==> src/rtl/mult_pkg.sv <==
// Shared state encoding for the sequential shift-add multiplier and its bench.
package mult_pkg;

  typedef enum logic [1:0] {
    IDLE  = 2'd0,
    ADD   = 2'd1,
    SHIFT = 2'd2,
    DONE  = 2'd3
  } mult_state_t;

  function automatic logic state_busy(input mult_state_t s);
    return (s == ADD) || (s == SHIFT);
  endfunction

endpackage

==> src/rtl/bit_counter.sv <==
// Loadable down counter with zero flag; clear beats load beats decrement, never wraps below zero.
module bit_counter #(
  parameter int CW = 4
) (
  input  logic          clk,
  input  logic          n_reset,
  input  logic          clr_i,
  input  logic          load_i,
  input  logic          dec_i,
  input  logic [CW-1:0] val_i,
  output logic [CW-1:0] cnt_o,
  output logic          zero_o
);

  logic [CW-1:0] cnt_q, cnt_d;

  always_comb begin
    cnt_d = cnt_q;
    if (clr_i) begin
      cnt_d = '0;
    end else if (load_i) begin
      cnt_d = val_i;
    end else if (dec_i && (cnt_q != '0)) begin
      cnt_d = cnt_q - CW'(1);
    end
  end

  always_ff @(posedge clk or negedge n_reset) begin
    if (!n_reset) begin
      cnt_q <= '0;
    end else begin
      cnt_q <= cnt_d;
    end
  end

  assign cnt_o  = cnt_q;
  assign zero_o = (cnt_q == '0);

endmodule

==> src/rtl/mult_seq_param.sv <==
// WIDTH-bit shift-add multiplier with start/ready handshake and synchronous abort.
// Define MULT_SIGNED_EN to add the signed_i port and two's-complement operation.
module mult_seq_param
  import mult_pkg::*;
#(
  parameter int WIDTH = 8
) (
  input  logic               clk,
  input  logic               n_reset,
  input  logic               start,
  input  logic               abort,
  input  logic [WIDTH-1:0]   a,
  input  logic [WIDTH-1:0]   b,
`ifdef MULT_SIGNED_EN
  input  logic               signed_i,
`endif
  output logic [2*WIDTH-1:0] product,
  output logic               ready,
  output logic               busy,
  output logic               add_o,
  output logic               shift_o
);

  localparam int CW = $clog2(WIDTH + 1);

  mult_state_t      state_q, state_d;
  logic [WIDTH-1:0] m_q, m_d;
  logic [WIDTH-1:0] a_q, a_d;
  logic [WIDTH-1:0] q_q, q_d;
  logic             c_q, c_d;

  logic             cnt_clr, cnt_load, cnt_dec, cnt_zero;
  logic [CW-1:0]    cnt;

  logic [WIDTH:0]   sum;
  logic             shift_msb;

  bit_counter #(.CW(CW)) u_cnt (
    .clk    (clk),
    .n_reset(n_reset),
    .clr_i  (cnt_clr),
    .load_i (cnt_load),
    .dec_i  (cnt_dec),
    .val_i  (CW'(WIDTH)),
    .cnt_o  (cnt),
    .zero_o (cnt_zero)
  );

`ifdef MULT_SIGNED_EN
  logic           sgn_q, sgn_d;
  logic [WIDTH:0] a_ext, m_ext;

  // The multiplier's sign bit carries negative weight, so its partial product is subtracted.
  always_comb begin
    a_ext     = sgn_q ? {a_q[WIDTH-1], a_q} : {1'b0, a_q};
    m_ext     = sgn_q ? {m_q[WIDTH-1], m_q} : {1'b0, m_q};
    sum       = (sgn_q && (cnt == CW'(1))) ? (a_ext - m_ext) : (a_ext + m_ext);
    shift_msb = sgn_q & c_q;
  end
`else
  logic cnt_unused;

  assign sum        = {1'b0, a_q} + {1'b0, m_q};
  assign shift_msb  = 1'b0;
  assign cnt_unused = ^cnt;
`endif

  always_comb begin
    state_d  = state_q;
    m_d      = m_q;
    a_d      = a_q;
    q_d      = q_q;
    c_d      = c_q;
`ifdef MULT_SIGNED_EN
    sgn_d    = sgn_q;
`endif
    cnt_clr  = 1'b0;
    cnt_load = 1'b0;
    cnt_dec  = 1'b0;
    if (abort) begin
      state_d = IDLE;
      m_d     = '0;
      a_d     = '0;
      q_d     = '0;
      c_d     = 1'b0;
`ifdef MULT_SIGNED_EN
      sgn_d   = 1'b0;
`endif
      cnt_clr = 1'b1;
    end else begin
      case (state_q)
        IDLE, DONE: begin
          if (start) begin
            m_d      = a;
            q_d      = b;
            a_d      = '0;
            c_d      = 1'b0;
`ifdef MULT_SIGNED_EN
            sgn_d    = signed_i;
`endif
            cnt_load = 1'b1;
            state_d  = ADD;
          end
        end
        ADD: begin
          cnt_dec = 1'b1;
          if (q_q[0]) begin
            {c_d, a_d} = sum;
          end
          state_d = SHIFT;
        end
        SHIFT: begin
          {c_d, a_d, q_d} = {shift_msb, c_q, a_q, q_q[WIDTH-1:1]};
          state_d = cnt_zero ? DONE : ADD;
        end
        default: state_d = IDLE;
      endcase
    end
  end

  always_ff @(posedge clk or negedge n_reset) begin
    if (!n_reset) begin
      state_q <= IDLE;
      m_q     <= '0;
      a_q     <= '0;
      q_q     <= '0;
      c_q     <= 1'b0;
`ifdef MULT_SIGNED_EN
      sgn_q   <= 1'b0;
`endif
    end else begin
      state_q <= state_d;
      m_q     <= m_d;
      a_q     <= a_d;
      q_q     <= q_d;
      c_q     <= c_d;
`ifdef MULT_SIGNED_EN
      sgn_q   <= sgn_d;
`endif
    end
  end

  always_comb begin
    product = {a_q, q_q};
    ready   = (state_q == DONE);
    busy    = state_busy(state_q);
    add_o   = (state_q == ADD) && q_q[0];
    shift_o = (state_q == SHIFT);
  end

endmodule

==> config.mk <==
export PLATFORM = sky130hd
export DESIGN_NAME = mult_seq_param
export DESIGN_NICKNAME = d
export VERILOG_FILES = /design/src/rtl/mult_pkg.sv /design/src/rtl/bit_counter.sv /design/src/rtl/mult_seq_param.sv
export SDC_FILE = /design/constraint.sdc
export NUM_CORES = 1
export LEC_CHECK = 0
export ABC_AREA = 1
export CAP_MARGIN = 20
export CORE_MARGIN = 3
export CORE_UTILIZATION = 52
export DETAILED_ROUTE_END_ITERATION = 8
export MAX_ROUTING_LAYER = met4
export PLACE_DENSITY = 0.8
export SLEW_MARGIN = 20
export SYNTH_ARGS = -nofsm -noshare
export SYNTH_HDL_FRONTEND = slang
export SYNTH_HIERARCHICAL = 1
export SYNTH_SLANG_ARGS = --single-unit
==> constraint.sdc <==
create_clock -name clk -period 2.3 [get_ports clk]
set_clock_uncertainty 0.15 [all_clocks]
set_input_delay 0.69 -clock clk [delete_from_list [all_inputs] [get_ports clk]]
set_output_delay 0.69 -clock clk [all_outputs]
set_load 0.005 [all_outputs]
==> impl_metrics.tcl, run 1 <==
set metrics [dict create \
    outcome "complete, no violations" \
    setup_viol 0 \
    grt_max_degree 32 \
    max_cap_violations 0 \
    dr.pass1.iters 4 \
    setup_tns_ns 0 \
    core_area_um2 3520 \
    syn_inst 260 \
    final.period_utilization_pct 96.7 \
    syn_area_per_cell_um2 7.70 \
    drc_errors 0 \
    place.gp.congestion 0.789 \
    drv_slew 0 \
    die_x_um 68.0 \
    fillers 292 \
    cp-end-kind "output port" \
    routed_wl_um 4870 \
    grt_pass1_wl_um 7960 \
    clk_latency_ns 0.29 \
    hold_buffers 0 \
    period_minus_slack_ns 2.22 \
    crit_end "add_o" \
    crit_required_ns 1.46 \
    synth_cell_type_count 33 \
    antenna_cells 0 \
    max_freq_mhz 450 \
    reg2reg_depth 10 \
    row_count 21 \
    ant_nets 0 \
    worstSetupPathType "flop to output port" \
    port_buffers 39 \
    synth_area_um2 2000 \
    htree_levels 2 \
    post-route-util_pct 74.5 \
    grt-ovfl-total 0 \
    r2r_slack_ns 0.40 \
    peakVddDrop_mv 0.516 \
    die-area_um2 4630 \
    place_hpwl_um 3450 \
    clock_sinks 31 \
    area_delta_synth_final_pct 31.0 \
    viasPerCell 5.20 \
    crit_fanout 3 \
    grt_usage_pct 24.3 \
    clockRootBuffer "clkbuf_8" \
    io_pins 40 \
    cts_buffer_depth 2 \
    ys_seq_area_share_pct 38.8 \
    hold_viol 0 \
    reg2reg_from "state_q[0]$_DFFE_PN0P_" \
    regToRegEndpoint "u_cnt/cnt_o[1]$_DFFE_PN0P_" \
    die_y_um 68.0 \
    numCtsBuffers 5 \
    ys_warn_count 6 \
    drtIter0Drc 111 \
    rsz0062_at_grt "false" \
    crit_path_start "state_q[0]$_DFFE_PN0P_" \
    hp-class "flop to flop" \
    layout.nets 348 \
    antenna_found_initial 0 \
    synth-seq-cells 31 \
    wl_per_cell_um 13.5 \
    cts_tree "yes" \
    start_kind "flop" \
    start_util_pct 56.9 \
    cp.arrival_ns 1.38 \
    p_per_area_nw_per_um2 752 \
    clkTransAtPathRegs_ns 0.07 \
    p_leak_nw 1.38 \
    vias 1877 \
    grt_pass1_vias 1729 \
    layout-drive-gt1-share_pct 13.3 \
]
==> power breakdown <==
part	leakage, nW	internal (mW)	switching (mW)
logic	0.899	0.308	0.391
registers	0.417	0.628	0.0757
clock network	0.0612	0.350	0.219
==> logic make-up after synthesis <==
kind of cell    count (synthesis)  share of synthesized area (%)
other cells                     2                          0.375
flops                          31                           38.7
buf+inv                        31                           6.56
fa+ha+maj                      14                           9.13
xor+xnor                        2                          0.875
compound gates                 42                           13.3
simple gates                  138                           31.1
==> synth_stat cells <==
| cell | n | area, um^2 |
|---|---|---|
| a21boi_0 | 1 | 7.51 |
| a21oi_1 | 7 | 35.0 |
| a22oi_1 | 1 | 7.51 |
| buf_2 | 3 | 15.0 |
| buf_4 | 1 | 7.51 |
| buf_6 | 1 | 11.3 |
| conb_1 | 2 | 7.51 |
| dfrtp_1 | 31 | 776 |
| fa_1 | 1 | 20.0 |
| ha_1 | 13 | 163 |
| inv_1 | 22 | 82.6 |
| inv_2 | 4 | 15.0 |
| nand2_1 | 85 | 319 |
| nand2_2 | 5 | 31.3 |
| nand2_4 | 4 | 45.0 |
| nand3_1 | 17 | 85.1 |
| nand3_2 | 1 | 10.0 |
| nand3b_1 | 2 | 15.0 |
| nor2_1 | 17 | 63.8 |
| nor2_2 | 2 | 12.5 |
| nor2_4 | 2 | 22.5 |
| nor3_1 | 1 | 5.00 |
| o211ai_1 | 2 | 15.0 |
| o21ai_0 | 14 | 70.1 |
| o21ai_1 | 4 | 20.0 |
| o21ai_2 | 3 | 26.3 |
| o21bai_2 | 1 | 11.3 |
| o22ai_1 | 1 | 6.26 |
| o31ai_1 | 6 | 45.0 |
| o31ai_2 | 1 | 12.5 |
| o32ai_1 | 1 | 8.76 |
| or2_1 | 2 | 12.5 |
| xor2_1 | 2 | 17.5 |
==> registers in the layout, summed over array words and instances (netlist names) <==
register and flops:
m_q 8, q_q 8, state_q 2, a_q 8, u_cnt/cnt_o 4, c_q 1
==> cell type report <==
class                           count  area [um^2]  area share, %
Tap cell                           46         57.6           2.19
Clock inverter                      2         35.0           1.34
Multi-Input combinational cell    200         1100           42.0
Timing Repair Buffer               50          472           18.0
Sequential cell                    31          776           29.6
Clock buffer                        6         82.6           3.15
Inverter                           26         97.6           3.72
==> cell usage in the layout, fill, tap and decap left out, drive strengths merged <==
master and n:
fa 1, o211ai 2, buf 11, clkdlybuf4s50 35, nor2 21, nand3 18, nor3 1, nand3b 2
o22ai 1, dlymetal6s2s 1, clkinv 1, or2 2, inv 26, xor2 2, nand2 94, o32ai 1
clkbuf 6, a22oi 1, dfrtp 31, dlygate4sd2 3, bufinv 1, a21boi 1, o31ai 7, o21bai 1
o21ai 21, conb 4, a21oi 7, ha 13
==> worst max-delay path, stage by stage (launching register included) <==
cell	delay, ns
dfrtp_1	0.40
buf_4	0.14
ha_1	0.20
nand2_1	0.06
inv_1	0.04
dlygate4sd2_1	0.25
==> per-stage QoR <==
stage               hold WS, ns  power [mW]  cells  cell area (um^2)  setup slack [ns]
floorplan                 0.244        1.12    262              2010             0.508
global placement          0.314        1.38    351              2490            0.0733
detailed placement        0.316        1.39    351              2490            0.0459
CTS                       0.334        1.98    361              2620           0.00634
global route              0.391        2.09    361              2620           0.00857
finish                    0.335        1.97    361              2620            0.0761
==> timing repair <==
item                                    4_1_cts  5_1_grt
buffers inserted                              2        0
gates resized for setup                       3        1
endpoints found under the setup margin        3        1
==> worst min-delay path by stage <==
stage | to | slack (ns) | startpoint | depth (start not counted)
final | c_q$_DFFE_PN0P_ | 0.34 | c_q$_DFFE_PN0P_ | 2
after floorplan | a_q[0]$_DFFE_PN0P_ | 0.24 | n_reset | 0
after CTS | c_q$_DFFE_PN0P_ | 0.33 | c_q$_DFFE_PN0P_ | 2
after detailed placement | c_q$_DFFE_PN0P_ | 0.32 | c_q$_DFFE_PN0P_ | 2
after global routing | c_q$_DFFE_PN0P_ | 0.39 | c_q$_DFFE_PN0P_ | 2
after global placement | c_q$_DFFE_PN0P_ | 0.31 | c_q$_DFFE_PN0P_ | 2
==> layer usage <==
metal	global-route usage [%]	vias to the layer above	wire (um)
met5	-	-	0
met4	9.68	0	71
met3	5.42	6	241
met2	36.8	53	2350
met1	31.5	871	2210
li1	-	947	-
Note: power is estimated with default switching activity, not from simulation.
==> run 2, diff against run 1 <==
--- a/config.mk
+++ b/config.mk
@@ -7,6 +7,7 @@
 export LEC_CHECK = 0
 export ABC_AREA = 1
 export CAP_MARGIN = 20
+export CORE_ASPECT_RATIO = 0.5
 export CORE_MARGIN = 3
 export CORE_UTILIZATION = 52
 export DETAILED_ROUTE_END_ITERATION = 8
==> run 2 against run 1 <==
Sequential share of layout area grew 0.33 points. Largest power group unchanged. Critical path type unchanged. Die area rose by 0.98%. Worst setup slack improved by 0.023 ns. Critical endpoint unchanged. First-iteration DRC count up 51%. Global-route usage is 0.52 points higher. Combinational power about the same. Fmax grew 1.0%. Power is 6.8% lower. Count of clock-buffer cells in the layout unchanged.
==> impl_metrics.tcl, run 2 (same netlist as run 1, synthesis figures left out) <==
set metrics [dict create \
    outcome "complete, no violations" \
    hold_buffers 0 \
    rsz0062_at_grt "false" \
    area_delta_synth_final_pct 29.6 \
    io_pins 40 \
    cp.depth 5 \
    layout.nets 347 \
    grt_pass1_wl_um 8630 \
    dpl_worst_slack_ns 0.0323 \
    cp.arrival_ns 1.36 \
    die_y_um 49.9 \
    post-route-util_pct 72.7 \
    clkTransAtPathRegs_ns 0.06 \
    row_count 15 \
    whs_path_depth 2 \
    grt_usage_pct 24.8 \
    routed_wl_um 5000 \
    vias 1896 \
    p_leak_nw 1.36 \
    fin_ws_ns 0.0988 \
    r2r_slack_ns 0.39 \
    drv_slew 0 \
    core_area_um2 3570 \
    htree_levels 2 \
    dr.pass1.iters 4 \
    crit_required_ns 1.46 \
    fin_area_um2 2590 \
    start_kind "flop" \
    holdWs_ns 0.335 \
    clock_sinks 31 \
    peakVddDrop_mv 0.381 \
    numCtsBuffers 5 \
    fillers 288 \
    mostFrequentLayoutCell "nand2_1" \
    cpPeakStageDelay_ns 0.39 \
    wl_per_cell_um 13.7 \
    ant_nets 0 \
    place_hpwl_um 3680 \
    grt_pass1_vias 1805 \
    path_cells "buf_4 > ha_1 > nand2_1 > inv_1 > dlygate4sd2_1" \
    cts_tree "yes" \
    viasPerCell 5.21 \
    worstSetupPathType "flop to output port" \
    reg2reg_from "a_q[0]$_DFFE_PN0P_" \
    min_to "c_q$_DFFE_PN0P_" \
    drtIter0Drc 168 \
    cts_buffer_depth 2 \
    antenna_found_initial 0 \
    crit_fanout 2 \
    max_cap_violations 0 \
    final_cell_mix "nand2_1 (85), clkdlybuf4s50_1 (35), dfrtp_1 (31), inv_1 (22)" \
    die_x_um 93.7 \
    period_minus_slack_ns 2.20 \
    setup_tns_ns 0 \
    hp-class "flop to flop" \
    setup_viol 0 \
    clk_latency_ns 0.29 \
    clockRootBuffer "clkbuf_8" \
    die-area_um2 4680 \
    reg2reg_depth 9 \
    grt-ovfl-total 0 \
    start_util_pct 56.1 \
    min_from "c_q$_DFFE_PN0P_" \
    antenna_cells 0 \
    finalNonFillerCells 364 \
    reg_top3 "a_q x8, m_q x8, q_q x8" \
    cpMaxStageDelayCell "dfrtp_1" \
    max_freq_mhz 454 \
    grt_max_degree 32 \
    final.period_utilization_pct 95.7 \
    placed_cell_area_um2 2490 \
    critical_path.top_delay_family "buffers and inverters" \
    hold_viol 0 \
    layout-drive-gt1-share_pct 13.1 \
    placedCellCount 355 \
    place.gp.congestion 0.904 \
    report.power.total_mw 1.84 \
    port_buffers 39 \
    path_buf_inv 3 \
    p_per_area_nw_per_um2 709 \
    regToRegEndpoint "a_q[4]$_DFFE_PN0P_" \
    cp-end-kind "output port" \
    drc_errors 0 \
]
run 2: changes by cell type in the layout (fill, tap and decap cells not counted), sizes merged:
cell and delta:
buf -1, bufinv -1
run 2: routing by layer:
metal / global-route usage, % / wire length [um]
met1: 33.5 / 2350
met2: 36.3 / 2290
met3: 6.10 / 248
met4: 9.11 / 112
met5: - / 0
run 2: report_power, final:
part | internal [mW] | total [mW] | switching (mW)
Combinational | 0.306 | 0.700 | 0.394
Sequential | 0.628 | 0.703 | 0.0746
Clock | 0.234 | 0.435 | 0.201
run 2: worst max path at each step:
stage	start	slack, ns	end
after floorplan	state_q[0]$_DFFE_PN0P_	0.51	u_cnt/cnt_o[1]$_DFFE_PN0P_
after global placement	abort	0.09	u_cnt/cnt_o[3]$_DFFE_PN0P_
after detailed placement	abort	0.03	u_cnt/cnt_o[3]$_DFFE_PN0P_
after CTS	state_q[1]$_DFFE_PN0P_	0.002	ready
after global routing	state_q[0]$_DFFE_PN0P_	0.06	add_o
final	state_q[0]$_DFFE_PN0P_	0.1	add_o
run 2: tightest hold or removal path: stages, from the launching register on:
cell,delay [ns]
dfrtp_1,0.34
nand2_1,0.06
nand2_1,0.06
run 2: cell type report:
cell class | count | area, um^2 | share of cell area, %
clock buffer | 6 | 82.6 | 3.18
clock inverter | 1 | 5.00 | 0.193
inverter | 26 | 97.6 | 3.76
multi-input combinational | 200 | 1100 | 42.6
sequential | 31 | 776 | 29.9
tap | 51 | 63.8 | 2.46
timing repair buffer | 49 | 464 | 17.9
run 2: what timing repair did:
action / CTS / global route
hold endpoints to repair: 0 / 0
resized for setup: 4 / 1
pin swaps: 1 / 0
setup buffers: 2 / 0
setup endpoints to repair: 3 / 1
